## config.mk

```make
export PLATFORM = sky130hd
export DESIGN_NAME = mem_port_arbiter
export DESIGN_NICKNAME = d
export VERILOG_FILES = /design/src/rtl/mem_port_arbiter.sv
export SDC_FILE = /design/constraint.sdc
export NUM_CORES = 1
export LEC_CHECK = 0
export BUFFER_PORTS_ARGS = -buffer_cell sky130_fd_sc_hd__buf_2
export CAP_MARGIN = 20
export CORE_MARGIN = 2
export CORE_UTILIZATION = 39
export CTS_CLUSTER_SIZE = 20
export DETAILED_ROUTE_END_ITERATION = 8
export GPL_ROUTABILITY_DRIVEN = 1
export PLACE_DENSITY = 0.89
export REMOVE_ABC_BUFFERS = 1
export SYNTH_ARGS = -nofsm -noshare
export SYNTH_HDL_FRONTEND = slang
export SYNTH_SLANG_ARGS = --single-unit
```

## constraint.sdc

```tcl
create_clock -name clk -period 1.8 [get_ports clk]
set_input_delay 0.27 -clock clk [delete_from_list [all_inputs] [get_ports clk]]
set_output_delay 0.27 -clock clk [all_outputs]
set_load 0.005 [all_outputs]
```

## src/rtl/mem_port_arbiter.sv

```systemverilog
// Two-port round-robin arbiter in front of a single-port synchronous memory.
// Each grant runs ISSUE (address/write strobe) then RESP (read data + ack).
module mem_port_arbiter #(
    parameter int WIDTH  = 16,
    parameter int AWIDTH = 16
) (
    input  logic              clk,
    input  logic              reset,
    input  logic              a_req,
    input  logic              a_we,
    input  logic [AWIDTH-1:0] a_addr,
    input  logic [WIDTH-1:0]  a_wdata,
    output logic              a_ack,
    output logic [WIDTH-1:0]  a_rdata,
    input  logic              b_req,
    input  logic              b_we,
    input  logic [AWIDTH-1:0] b_addr,
    input  logic [WIDTH-1:0]  b_wdata,
    output logic              b_ack,
    output logic [WIDTH-1:0]  b_rdata,
    output logic              mem_we,
    output logic [AWIDTH-1:0] mem_addr,
    output logic [WIDTH-1:0]  mem_wdata,
    input  logic [WIDTH-1:0]  mem_rdata,
    output logic [1:0]        owner
);

    typedef enum logic [1:0] {
        IDLE,
        ISSUE,
        RESP
    } state_t;

    state_t            state_q, state_d;
    logic [1:0]        owner_q, owner_d;
    logic              last_b_q, last_b_d;
    logic              mem_we_q, mem_we_d;
    logic [AWIDTH-1:0] mem_addr_q, mem_addr_d;
    logic [WIDTH-1:0]  mem_wdata_q, mem_wdata_d;
    logic              grant_a, grant_b;

    always_ff @(posedge clk) begin
        if (reset) begin
            state_q     <= IDLE;
            owner_q     <= '0;
            last_b_q    <= 1'b1;
            mem_we_q    <= 1'b0;
            mem_addr_q  <= '0;
            mem_wdata_q <= '0;
        end else begin
            state_q     <= state_d;
            owner_q     <= owner_d;
            last_b_q    <= last_b_d;
            mem_we_q    <= mem_we_d;
            mem_addr_q  <= mem_addr_d;
            mem_wdata_q <= mem_wdata_d;
        end
    end

    always_comb begin
        state_d     = state_q;
        owner_d     = owner_q;
        last_b_d    = last_b_q;
        mem_we_d    = 1'b0;
        mem_addr_d  = mem_addr_q;
        mem_wdata_d = mem_wdata_q;
        grant_a     = 1'b0;
        grant_b     = 1'b0;

        unique case (state_q)
            IDLE: begin
                // On a tie the port that was not served last wins.
                if (a_req && (!b_req || last_b_q)) begin
                    grant_a = 1'b1;
                end else if (b_req) begin
                    grant_b = 1'b1;
                end
            end
            ISSUE: begin
                state_d = RESP;
            end
            RESP: begin
                last_b_d = owner_q[1];
                // Only the other port may chain straight into ISSUE.
                if (owner_q[0] && b_req) begin
                    grant_b = 1'b1;
                end else if (owner_q[1] && a_req) begin
                    grant_a = 1'b1;
                end else begin
                    owner_d = '0;
                    state_d = IDLE;
                end
            end
            default: begin
                owner_d = '0;
                state_d = IDLE;
            end
        endcase

        if (grant_a) begin
            state_d     = ISSUE;
            owner_d     = 2'b01;
            mem_we_d    = a_we;
            mem_addr_d  = a_addr;
            mem_wdata_d = a_wdata;
        end else if (grant_b) begin
            state_d     = ISSUE;
            owner_d     = 2'b10;
            mem_we_d    = b_we;
            mem_addr_d  = b_addr;
            mem_wdata_d = b_wdata;
        end
    end

    assign a_ack     = (state_q == RESP) && owner_q[0];
    assign b_ack     = (state_q == RESP) && owner_q[1];
    assign a_rdata   = a_ack ? mem_rdata : '0;
    assign b_rdata   = b_ack ? mem_rdata : '0;
    assign mem_we    = mem_we_q;
    assign mem_addr  = mem_addr_q;
    assign mem_wdata = mem_wdata_q;
    assign owner     = owner_q;

endmodule

```

==> qor.txt <==
status = completed
# Max-Cap Violations = 0
vias in the first global route = 2,113
slew margin rel. = 74.3%
FMAX = 588 MHz
clock slew at reported path FFs = 0.07 ns
DP Area = 0.00276 mm²
I/O pin cnt = 155
# rows = 25
synth warn = 0
R2R setup slack = 0.22 ns
crit-path max FO = 18
fraction of layout cells with a size suffix above 1 = 43.8%
FF-to-FF path depth = 5
Die Span Y = 74.3 µm
Post-Syn Area = 0.00193 mm²
Setup WS post-layout = 0.0996 ns
CP Cell Sequence = and3b_2 -> buf_4 -> and2_1 -> buf_2
predominant post-synthesis flop cell = dfxtp_1
top post-synthesis cells by area = dfxtp_1, nand2_1, a311oi_1
Final min period = 1.70 ns
CP required = 1.53 ns
total routed wirelength = 5640 µm
Tot Pwr = 2.03 mW
Total Routing Usage GR = 20.1%
reg2reg end = mem_addr[4]
leakage power = 1.47 nW
Die W = 74.3 µm
CTS tree = done
post-synthesis sequential area ratio = 39.5%
H-tree levels = 2
slowest CP cell = dfxtp_1
# clock sinks = 38
core area = 0.00475 mm²
r2r startpoint = state_q[0]
port buffer count = 154
Root Buffer = clkbuf_8
DRC viols = 0
Nets = 483
Yosys top cell by area = dfxtp_1
RSZ-0062 raised after global routing = no
CP Launch Type = flop
worst min path class = in2reg
vias = 2,275
Yosys reg bits = 38
Peak VDD IR = 0.466 mV
most common library cells after synthesis = nand2_1, dfxtp_1, nor2_1
pin count of the biggest net entering global routing = 45
worst-margin pin slew = 0.382 ns
die area = 0.00552 mm²
CP endpoint kind = primary output
WP data arrival = 1.43 ns
ys async rst share = 0%
share of Yosys cell area claimed by the top area cell type = 39.5%
top-count cell post-synth = nand2_1
diodes inserted = 0
Final ANT Viol Nets = 0
iteration-0 DRC count of the detailed router = 70
Gate Count Post-Synth = 248
Post-CTS Setup Repair Bufs = 0
Remaining Overflow, GRT = 0
Setup Skew = 0.00173 ns
GPL Wtd Cong = 0.821
max-slew violations = 0
pwr dens = 716 mW/mm²
Worst setup startpoint = state_q[1]
initial antenna violation count = 0
Post-synth EDFFs = 0
Layout Cell Area excl Fill = 0.00283 mm²
vias per cell = 4.90
P&R area growth vs syn = 47.1%
Initial Utilization = 40.5%
Clock Tree Buf Depth = 2
routed length per placed instance = 12.2 µm
Setup crit end = b_rdata[15]
Worst path max stage delay = 0.42 ns
Final period util = 94.5%
syn_area_per_cell = 7.77 µm²
final setup violation count = 0
distinct cell type count after synthesis = 24
Inserted Clock Buffers = 5
Final Hold Vio Count = 0
kind of critical path = reg2out
dpl ws = 0.236 ns
clock latency at the later pin of the worst-skew pair = 0.27 ns
Buf/Inv on CP = 2
global-route wire length before repair = 8780 µm
detailed-placement wirelength estimate = 4360 µm
CP top delay family = simple AND/OR/NAND/NOR gates
Worst path depth = 4
DRT Pass-1 Iters = 4
tightest hold or removal path, cell delays in order:
cell and delay [ns]:
buf_2 0.09, nand2_1 0.04, a21oi_1 0.06
flip-flops by register name, indices dropped and copies added, names as in the netlist:
register   count
mem_addr      16
mem_wdata     16
owner          2
state_q        2
mem_we         1
last_b_q       1
kinds of logic after synthesis:
family | count (synthesis) | share of synthesized area (%)
simple gates | 145 | 34.4
compound gates | 42 | 19.6
flops | 38 | 39.5
buf+inv | 23 | 6.49
layer usage:
metal	part of all wire [%]	up-vias	GRT usage, %
met5	0	-	0
met4	1.6	0	8.53
met3	8.2	10	4.61
met2	52	111	38.0
met1	38	1016	21.1
li1	-	1138	-
layout make-up:
cell class / count / area, µm²
clock buffers: 7 / 76.3
fillers: 458 / 1920
inverters: 2 / 7.51
multi-input cells: 187 / 1040
flip-flops and latches: 38 / 761
well taps: 67 / 83.8
repair buffers: 163 / 863
worst min-delay path by stage:
| stage | startpoint | to | slack, ns | depth (start not counted) |
|---|---|---|---|---|
| 2_1_floorplan | reset | mem_addr[6] | 0.34 | 1 |
| 3_3_place_gp | mem_wdata[13] | mem_wdata[13] | 0.47 | 2 |
| 3_5_place_dp | mem_wdata[2] | mem_wdata[2] | 0.47 | 2 |
| 4_1_cts | b_we | mem_we | 0.24 | 3 |
| 5_1_grt | b_we | mem_we | 0.24 | 3 |
| 6_report | b_we | mem_we | 0.24 | 3 |
through the flow:
step	setup TNS [ns]	cells	util (%)	hold WS, ns
floorplan	-9.00	227	-	0.338
global placement	0	457	58.0	0.466
detailed placement	0	457	58.0	0.473
CTS	0	464	59.6	0.235
global route	0	464	59.6	0.244
finish	0	464	59.6	0.245
cells in the final DEF (no fill, tap or decap), types with 2 or more instances in the layout:
master,Yosys,final
buf_2,7,154
dfxtp_1,38,38
inv_1,2,2
nand2_1,67,67
a311oi_2,4,4
buf_12,0,2
nand2b_1,4,4
a21oi_1,6,6
clkbuf_1,9,2
and2_1,32,32
buf_4,2,7
nand3_1,2,2
nor2_1,33,33
a311oi_1,28,28
nor3b_1,2,2
clkbuf_8,0,5
power by group:
group	total (mW)	internal [mW]	switching, mW	leakage [nW]
clock	0.526	0.266	0.259	0.0383
sequential	0.991	0.937	0.0541	0.315
combinational	0.511	0.251	0.260	1.12
total	2.03	1.45	0.574	1.47
repair_timing:
item,4_1_cts,5_1_grt
resized for setup,0,1
endpoints found under the setup margin,0,3
hold buffers,0,0
Note: power is estimated with default switching activity, not from simulation.
